<file path="src/rtl/scoreboard_display_ctrl.sv">
// Scoreboard display sequencer: rotates "P1"/A/"P2"/B views on a dual 7-segment driver,
// converts binary scores to BCD by repeated subtraction, and blinks a score that just changed.
module scoreboard_display_ctrl #(
    parameter int DWELL_CYCLES = 1000,
    parameter int BLINK_CYCLES = 250,
    parameter int BLINK_COUNT  = 3
) (
    input  logic       clk_i,
    input  logic       rst_n_i,
    input  logic       ena_i,
    input  logic [6:0] score_a_i,
    input  logic [6:0] score_b_i,
    output logic [3:0] tens_o,
    output logic [3:0] ones_o,
    output logic       team_o,
    output logic       busy_o
);
    localparam int DW = $clog2(DWELL_CYCLES);
    localparam int BW = (BLINK_CYCLES > 1) ? $clog2(BLINK_CYCLES) : 1;
    localparam int PW = (BLINK_COUNT > 1) ? $clog2(BLINK_COUNT) : 1;
    localparam logic [DW-1:0] DWELL_LAST = DW'(DWELL_CYCLES - 1);
    localparam logic [BW-1:0] PHASE_LAST = BW'(BLINK_CYCLES - 1);
    localparam logic [PW-1:0] PAIR_LAST  = PW'(BLINK_COUNT - 1);

    localparam logic [3:0] CODE_BLANK = 4'd10;
    localparam logic [3:0] CODE_P     = 4'd11;
    localparam logic [3:0] CODE_ERR   = 4'd15;

    typedef enum logic [2:0] {S_IDLE, S_LABEL, S_CONV, S_SHOW, S_BLINK} state_t;

    state_t        state, state_n;
    logic          team, team_n;
    logic [DW-1:0] dwell_cnt, dwell_n;
    logic [BW-1:0] phase_cnt, phase_n;
    logic [PW-1:0] pair_cnt, pair_n;
    logic          blink_on, on_n;
    logic          blink_mode, mode_n;
    logic [6:0]    tmp, tmp_n;
    logic [3:0]    tens, tens_n;
    logic          err, err_n;
    logic [6:0]    last_a, last_b;
    logic          pend_a, pend_a_n, pend_b, pend_b_n;
    logic [3:0]    tens_o_n, ones_o_n, dig_tens, dig_ones;

    logic start_conv, conv_team, conv_blink, pend_cur;

    assign pend_cur = team ? pend_b : pend_a;

    always_comb begin
        // NOTE: every combinational target is defaulted first so no path infers a latch.
        state_n    = state;
        team_n     = team;
        dwell_n    = dwell_cnt;
        phase_n    = phase_cnt;
        pair_n     = pair_cnt;
        on_n       = blink_on;
        mode_n     = blink_mode;
        tmp_n      = tmp;
        tens_n     = tens;
        err_n      = err;
        start_conv = 1'b0;
        conv_team  = team;
        conv_blink = 1'b0;

        if (!ena_i) begin
            state_n = S_IDLE;
            team_n  = 1'b0;
        end else begin
            case (state)
                S_IDLE: begin
                    state_n = S_LABEL;
                    team_n  = 1'b0;
                    dwell_n = '0;
                end
                S_LABEL, S_SHOW: begin
                    if (pend_a || pend_b) begin
                        start_conv = 1'b1;
                        conv_team  = !pend_a;
                        conv_blink = 1'b1;
                    end else if (dwell_cnt != DWELL_LAST) begin
                        dwell_n = dwell_cnt + 1'b1;
                    end else if (state == S_LABEL) begin
                        start_conv = 1'b1;
                    end else begin
                        state_n = S_LABEL;
                        team_n  = !team;
                        dwell_n = '0;
                    end
                end
                S_CONV: begin
                    if (!err && tmp >= 7'd10) begin
                        tmp_n  = tmp - 7'd10;
                        tens_n = tens + 4'd1;
                    end else if (pend_cur) begin
                        start_conv = 1'b1;
                        conv_blink = 1'b1;
                    end else if (blink_mode) begin
                        state_n = S_BLINK;
                        phase_n = '0;
                        pair_n  = '0;
                        on_n    = 1'b0;
                    end else begin
                        state_n = S_SHOW;
                        dwell_n = '0;
                    end
                end
                S_BLINK: begin
                    if (phase_cnt != PHASE_LAST) begin
                        phase_n = phase_cnt + 1'b1;
                    end else if (pend_cur) begin
                        start_conv = 1'b1;
                        conv_blink = 1'b1;
                    end else if (blink_on && pair_cnt == PAIR_LAST) begin
                        if (pend_a || pend_b) begin
                            start_conv = 1'b1;
                            conv_team  = !pend_a;
                            conv_blink = 1'b1;
                        end else begin
                            state_n = S_SHOW;
                            dwell_n = '0;
                        end
                    end else begin
                        phase_n = '0;
                        on_n    = !blink_on;
                        pair_n  = pair_cnt + PW'(blink_on);
                    end
                end
                default: state_n = S_IDLE;
            endcase
        end

        if (start_conv) begin
            state_n = S_CONV;
            team_n  = conv_team;
            mode_n  = conv_blink;
            tmp_n   = conv_team ? score_b_i : score_a_i;
            tens_n  = 4'd0;
            err_n   = tmp_n > 7'd99;
        end

        // A new change outranks the serve that clears the flag in the same cycle.
        pend_a_n = pend_a && !(start_conv && !conv_team);
        pend_b_n = pend_b && !(start_conv && conv_team);
        if (score_a_i != last_a) pend_a_n = 1'b1;
        if (score_b_i != last_b) pend_b_n = 1'b1;
        if (!ena_i || state == S_IDLE) begin
            pend_a_n = 1'b0;
            pend_b_n = 1'b0;
        end

        dig_tens = err_n ? CODE_ERR : ((tens_n == 4'd0) ? CODE_BLANK : tens_n);
        dig_ones = err_n ? CODE_ERR : tmp_n[3:0];
        tens_o_n = CODE_BLANK;
        ones_o_n = CODE_BLANK;
        case (state_n)
            S_LABEL: begin
                tens_o_n = CODE_P;
                ones_o_n = team_n ? 4'd2 : 4'd1;
            end
            S_SHOW: begin
                tens_o_n = dig_tens;
                ones_o_n = dig_ones;
            end
            S_BLINK: if (on_n) begin
                tens_o_n = dig_tens;
                ones_o_n = dig_ones;
            end
            default: ;
        endcase
    end

    always_ff @(posedge clk_i or negedge rst_n_i) begin
        if (!rst_n_i) begin
            state      <= S_IDLE;
            team       <= 1'b0;
            dwell_cnt  <= '0;
            phase_cnt  <= '0;
            pair_cnt   <= '0;
            blink_on   <= 1'b0;
            blink_mode <= 1'b0;
            tmp        <= '0;
            tens       <= '0;
            err        <= 1'b0;
            last_a     <= '0;
            last_b     <= '0;
            pend_a     <= 1'b0;
            pend_b     <= 1'b0;
            tens_o     <= CODE_BLANK;
            ones_o     <= CODE_BLANK;
            team_o     <= 1'b0;
            busy_o     <= 1'b0;
        end else begin
            // NOTE: non-blocking assignments keep every register updating from pre-edge values.
            state      <= state_n;
            team       <= team_n;
            dwell_cnt  <= dwell_n;
            phase_cnt  <= phase_n;
            pair_cnt   <= pair_n;
            blink_on   <= on_n;
            blink_mode <= mode_n;
            tmp        <= tmp_n;
            tens       <= tens_n;
            err        <= err_n;
            last_a     <= score_a_i;
            last_b     <= score_b_i;
            pend_a     <= pend_a_n;
            pend_b     <= pend_b_n;
            tens_o     <= tens_o_n;
            ones_o     <= ones_o_n;
            team_o     <= team_n;
            busy_o     <= (state_n == S_CONV);
        end
    end
endmodule

</file>
<file path="config.mk">
export PLATFORM = sky130hd
export DESIGN_NAME = scoreboard_display_ctrl
export DESIGN_NICKNAME = d
export VERILOG_FILES = /design/src/rtl/scoreboard_display_ctrl.sv
export SDC_FILE = /design/constraint.sdc
export NUM_CORES = 1
export LEC_CHECK = 0
export CORE_MARGIN = 1
export CORE_UTILIZATION = 51
export DETAILED_ROUTE_END_ITERATION = 16
export PLACE_DENSITY = 0.71
export SLEW_MARGIN = 20
export SYNTH_ARGS = -nofsm -noshare
export SYNTH_HDL_FRONTEND = slang
export SYNTH_SLANG_ARGS = --single-unit
</file>
<file path="constraint.sdc">
create_clock -name clk_i -period 6.2 [get_ports clk_i]
set_input_delay 1.24 -clock clk_i [delete_from_list [all_inputs] [get_ports clk_i]]
set_output_delay 1.24 -clock clk_i [all_outputs]
set_load 0.1 [all_outputs]
</file>
==> results of run 1 <==
worst max path at each step:
| stage | start | to | depth (start not counted) |
|---|---|---|---|
| 2_1_floorplan | ena_i | team$_DFF_PN0_ | 7 |
| 3_3_place_gp | ena_i | dwell_cnt[6]$_DFFE_PN0P_ | 6 |
| 3_5_place_dp | ena_i | dwell_cnt[3]$_DFFE_PN0P_ | 6 |
| 4_1_cts | ena_i | dwell_cnt[3]$_DFFE_PN0P_ | 6 |
| 5_1_grt | ena_i | dwell_cnt[4]$_DFFE_PN0P_ | 6 |
| 6_report | ena_i | dwell_cnt[4]$_DFFE_PN0P_ | 6 |
cells by family (layout without fill, tap and decap cells):
kind of cell | Yosys count | in the layout
flops | 63 | 63
fa+ha+maj | 6 | 6
buf+inv | 30 | 57
simple gates | 150 | 150
mux | 6 | 6
xor+xnor | 19 | 19
compound gates | 100 | 100
cell usage after synthesis (8+ instances only):
cell | n | share of area [%]
a21oi_1 | 10 | 1.4
a31oi_1 | 8 | 1.4
and3_1 | 10 | 1.7
buf_2 | 10 | 1.4
dfrtp_1 | 59 | 41
inv_1 | 13 | 1.4
nand2_1 | 24 | 2.5
nand2b_1 | 10 | 1.7
nand3_1 | 16 | 2.2
nand4_1 | 9 | 1.6
nor2_1 | 29 | 3.0
o21ai_0 | 20 | 2.8
o31ai_1 | 18 | 3.7
xnor2_1 | 10 | 2.4
xor2_1 | 9 | 2.2
registers in the layout, summed over array words and instances, names as in the netlist:
name / count
dwell_cnt: 10
phase_cnt: 8
last_a: 7
last_b: 7
tmp: 7
ones_o: 4
tens: 4
tens_o: 4
state: 3
pair_cnt: 2
blink_mode: 1
blink_on: 1
busy_o: 1
err: 1
pend_a: 1
pend_b: 1
team: 1
layer usage:
| metal | GRT usage (%) | part of all wire (%) | up-vias |
|---|---|---|---|
| met5 | 0 | 0 | - |
| met4 | 9.39 | 1.4 | 0 |
| met3 | 4.72 | 5.3 | 13 |
| met2 | 37.3 | 46 | 104 |
| met1 | 35.3 | 48 | 1508 |
| li1 | - | - | 1456 |
cell usage in the layout, fill, tap and decap left out, drive strengths merged, types with 3 or more instances in the layout:
master,instances
inv,14
nand4b,3
nand3,17
dfrtp,59
mux2i,5
o22ai,4
clkbuf,14
xnor2,10
o21ai,22
nor4,5
a21o,4
or3,3
and3,11
clkdlybuf4s50,25
o32ai,4
a31oi,8
dfstp,4
and2,6
and3b,3
nand4,9
or2,3
xor2,9
a211oi,3
nor2,30
o211ai,4
nor3,7
and4,5
nand2,25
nand2b,10
a21oi,10
ha,6
o31ai,18
final cells by class:
class | count | area [µm²] | share of cell area [%]
Tap cell | 96 | 120 | 2.90
Clock buffer | 14 | 183 | 4.41
Multi-Input combinational cell | 281 | 1890 | 45.5
Timing Repair Buffer | 27 | 263 | 6.34
Sequential cell | 63 | 1580 | 38.1
Inverter | 14 | 52.6 | 1.27
Clock inverter | 2 | 60.1 | 1.45
through the flow:
step | power (W) | area, µm² | utilization, % | std cells | hold slack (ns)
floorplan | 0.000872 | 3600 | - | 374 | 0.466
global placement | 0.000973 | 3900 | 57.5 | 481 | 0.480
detailed placement | 0.000987 | 3900 | 57.5 | 481 | 0.504
CTS | 0.00142 | 4150 | 61.0 | 497 | 0.522
global route | 0.00149 | 4150 | 61.0 | 497 | 0.558
finish | 0.00142 | 4150 | 61.0 | 497 | 0.525
report_power, final:
group	internal (W)	leakage (nW)	switching, W
clock	0.000271	0.123	0.000162
combinational	0.000147	0.842	0.000283
sequential	0.000480	0.794	0.0000762
==> flow_metrics.tcl, run 1 <==
set metrics [dict create \
    status "finished, final reports clean" \
    achievable-frequency_mhz 284 \
    synthesized_area_mm2 0.00360 \
    initial_utilization_pct 53.1 \
    slowest_delay_ns 0.62 \
    detailedPlacementHpwl_mm 5.89 \
    worst_r2r_startpoint "tmp[1]$_DFF_PN0_" \
    detailroute.via_count 3081 \
    period_minus_slack_ns 3.52 \
    portbufs 26 \
    worstHoldPathCells 1 \
    timing.setup.tns_ns 0 \
    global_route.overflow_total 0 \
    hold_buffers 0 \
    min-delay-path-class "register to register" \
    cp_data_arrival_time_ns 3.78 \
    critPathCaptureType "register" \
    sequential_cell_area_fraction_in_the_yosys_report_pct 43.9 \
    clk_path_buf_depth 2 \
    design.portCount 27 \
    nFillCells 584 \
    ir_drop_mv 0.178 \
    path_clk_slew_ns 0.07 \
    worstSetupPathType "input port to register" \
    coreArea_mm2 0.00679 \
    critPathMaxFanout 30 \
    synthFlopType "dfrtp_1" \
    place.gp.congestion 0.875 \
    die_height_um 86.1 \
    proportion_of_synthesized_area_in_mux_cells_pct 1.70 \
    cpMaxStageDelayCell "clkdlybuf4s50_1" \
    layout-drive-gt1-share_pct 9.73 \
    slew_headroom_pct 35.1 \
    worst_slew_pin_slew_ns 0.971 \
    detail_route.first_pass.iterations 5 \
    largest_family_of_logic_cells_by_synthesized_area "simple AND/OR/NAND/NOR gates" \
    final-hold-violation-count 0 \
    required_ns 6.45 \
    num-nets-final 419 \
    antenna_violations_before_repair 0 \
    post_synth_fa_ha_maj_area_fraction_pct 2.08 \
    r2r_end "dwell_cnt[4]$_DFFE_PN0P_" \
    grt_pass1_vias 2917 \
    synth.ff_latch_count 63 \
    synth_fp_nets 397 \
    post_cts_resize_count 0 \
    cell_by_cell_trace_of_the_critical_path "clkdlybuf4s50_1 > and4bb_2 > a41oi_2 > nand2_2 > or3_1 > o31ai_1" \
    synthesis.yosys.warnings 0 \
    grt_usage_pct 24.8 \
    power.leakage_nw 1.76 \
    area_growth_pct 15.0 \
    pin_count_of_the_biggest_net_entering_global_routing 64 \
    cts.root.buffer_cell "clkbuf_8" \
    drt-wirelength-per-cell_um 16.9 \
    die_extent_in_x_um 86.1 \
    critical_path.n_buffers_inverters 1 \
    ys_types 73 \
    max-cap-violations 0 \
    dpl_worst_slack_ns 2.32 \
    clkSinkCount 63 \
    detail_route.wirelength_mm 8.39 \
    cts_made_buffers 9 \
    remaining_antenna_violation_count 0 \
    tritoncts "built" \
    cp_top_family "simple AND/OR/NAND/NOR gates" \
    post_synth_and_or_nand_nor_area_fraction_pct 23.8 \
    crit_path_start_kind "input port" \
    ctsHtreeMaxLevel 3 \
    design.die.area_mm2 0.00741 \
    synth-async-reset-ratio_pct 100 \
    rsz0062_at_grt "no" \
    global_route_wire_length_before_repair_mm 14.3 \
    yosys.area_share.xor_xnor_pct 4.62 \
    insertedDiodeCount 0 \
    timing.final.ws_setup_ns 2.68 \
    worst_hold_path.endpoint "phase_cnt[7]$_DFFE_PN0P_" \
    fin_crit_sh_pct 56.8 \
    syn-mean-instance-area_um2 9.64 \
    synth-edff-count 0 \
    cts.repair_timing.setup_buffer_count 0 \
    postSynthCellCount 374 \
    finalSetupViolCount 0 \
    pwr_density_cell_mw_per_mm2 342 \
    hp-start "phase_cnt[7]$_DFFE_PN0P_" \
    slew_violations 0 \
    detail_route.drc_violations 0 \
    synth-compound-area-share_pct 20.2 \
    finClkSkew_ns 0.0104 \
    worst-r2r-cell-count 8 \
    initialDrtViolationCount 210 \
    vias_per_cell 6.20 \
    rows 30 \
    clock_insertion_delay_worst_skew_ns 0.34 \
    rrSetupSlack_ns 3.38 \
]
(Power assumes the default switching activity.)
==> inputs of run 2 (changes only) <==
Settings changed: PLACE_DENSITY 0.71 to 0.74.
Clock period 6.2 ns to 3 ns, I/O delays scaled along.
==> run 2 against run 1 <==
Compared with the run above:
- core utilization is 0.18 points higher
- register-to-register slack worse by 3.0 ns
- combinational power grew 110%
- sequential cell count stayed put
- via count decreased by 0.19%
- hold slack worse by 0.28 ns
==> flow_metrics.tcl, run 2 (synthesis results as in run 1) <==
set metrics [dict create \
    status "finished, final reports clean" \
    detailedPlacementHpwl_mm 6.27 \
    post-place-cells 491 \
    cts.root.buffer_cell "clkbuf_8" \
    detail_route.first_pass.iterations 4 \
    dpl_worst_slack_ns 0.101 \
    die_height_um 86.1 \
    critPathMaxFanout 6 \
    initialDrtViolationCount 214 \
    detailroute.via_count 3075 \
    final_cell_count_no_fill 507 \
    critPathCaptureType "register" \
    nFillCells 600 \
    post_cts_resize_count 0 \
    required_ns 3.25 \
    worst_slew_pin_slew_ns 0.604 \
    clock_insertion_delay_worst_skew_ns 0.35 \
    antenna_violations_before_repair 0 \
    global_route.overflow_total 0 \
    finalSetupViolCount 0 \
    initial_utilization_pct 53.1 \
    biggestRegsByFlops "dwell_cnt: 10 flops, phase_cnt: 8 flops" \
    max-cap-violations 0 \
    pin_count_of_the_biggest_net_entering_global_routing 38 \
    rows 30 \
    achievable-frequency_mhz 382 \
    pwr_density_cell_mw_per_mm2 686 \
    clk_path_buf_depth 2 \
    period_minus_slack_ns 2.62 \
    fin_crit_sh_pct 87.2 \
    largest_reg_flops 10 \
    drt-wirelength-per-cell_um 16.9 \
    timing.setup.tns_ns 0 \
    most_common_cell_after_layout_fill_and_taps_aside "dfrtp_1" \
    coreArea_mm2 0.00679 \
    place.gp.congestion 0.920 \
    ir_drop_mv 0.420 \
    global_route_wire_length_before_repair_mm 14.4 \
    timing.final.ws_setup_ns 0.383 \
    power.total_w 0.00285 \
    layout_common_cells "dfrtp_1 (59), nor2_1 (29), nand2_1 (24)" \
    num-nets-final 429 \
    cts_made_buffers 9 \
    detail_route.wirelength_mm 8.57 \
    remaining_antenna_violation_count 0 \
    design.portCount 27 \
    portbufs 26 \
    grt_pass1_vias 2962 \
    worstSetupPathType "register to register" \
    path_clk_slew_ns 0.07 \
    layout-drive-gt1-share_pct 13.9 \
    clkSinkCount 63 \
    cp_data_arrival_time_ns 2.86 \
    detail_route.drc_violations 0 \
    min-delay-path-class "input port to asynchronous set/reset pin" \
    slew_headroom_pct 59.3 \
    hold_buffers 0 \
    grt_usage_pct 25.0 \
    crit_path_start_kind "register" \
    vias_per_cell 6.07 \
    die_extent_in_x_um 86.1 \
    cts.repair_timing.setup_buffer_count 0 \
    finClkSkew_ns 0.0102 \
    power.leakage_nw 1.80 \
    insertedDiodeCount 0 \
    slew_violations 0 \
    top_register "dwell_cnt" \
    ctsHtreeMaxLevel 3 \
    tritoncts "built" \
    area_growth_pct 15.4 \
    final-hold-violation-count 0 \
    rsz0062_at_grt "no" \
    design.die.area_mm2 0.00741 \
]
## run 2: cell types whose count changed in the layout (fill, tap and decap cells not counted)
cell / delta
buf_4: +20
clkinv_2: +2
clkdlybuf4s50_1: -10
clkbuf_1: +2
clkbuf_8: -4
## run 2: area by class of cell
class                           count  area [µm²]  share of cell area (%)
Clock inverter                      4        70.1                    1.68
Timing Repair Buffer               37         313                    7.52
Clock buffer                       12         135                    3.25
Multi-Input combinational cell    281        1890                    45.4
Tap cell                           96         120                    2.89
Sequential cell                    63        1580                    38.0
Inverter                           14        52.6                    1.26
## run 2: routing by layer
metal | vias up | routed length (µm) | GRT usage [%]
met1 | 1504 | 3960 | 34.1
met2 | 94 | 4030 | 39.1
li1 | 1467 | - | -
met5 | - | 0 | 0
met3 | 10 | 488 | 5.39
met4 | 0 | 99 | 9.70
## run 2: final timing paths
check	from	end	slack, ns	depth (start not counted)
worst max-delay path	tmp[1]$_DFF_PN0_	tens_o[3]$_DFF_PN1_	0.38	8
worst min-delay path	rst_n_i	tens[0]$_DFF_PN0_	0.25	2
worst max register to register	tmp[1]$_DFF_PN0_	tens_o[3]$_DFF_PN1_	0.38	8
worst min register to register	phase_cnt[7]$_DFFE_PN0P_	phase_cnt[7]$_DFFE_PN0P_	0.51	1
max in group asynchronous	rst_n_i	ones_o[3]$_DFF_PN1_	2.33	2
min in group clk_i	phase_cnt[7]$_DFFE_PN0P_	phase_cnt[7]$_DFFE_PN0P_	0.51	1
## run 2: metrics by stage
stage | hold slack (ns) | util, % | cell area (µm²)
2_1_floorplan | 0.304 | - | 3600
3_3_place_gp | 0.484 | 58.2 | 3950
3_5_place_dp | 0.501 | 58.2 | 3950
4_1_cts | 0.262 | 61.2 | 4160
5_1_grt | 0.273 | 61.2 | 4160
6_report | 0.246 | 61.2 | 4160
## run 2: report_power, final
group          switching [W]  internal, W  total [W]  leakage, nW
Combinational       0.000586     0.000316   0.000902        0.903
Sequential          0.000164     0.000992    0.00116        0.794
Clock               0.000327     0.000466   0.000793        0.104
## run 2: worst max-delay path: stages (launching register included)
cell	delay [ns]
dfrtp_1	0.37
inv_1	0.08
ha_1	0.23
nand2b_1	0.19
a31o_2	0.32
a311oi_1	0.37
o211ai_1	0.28
o32ai_1	0.49
o2111ai_1	0.19
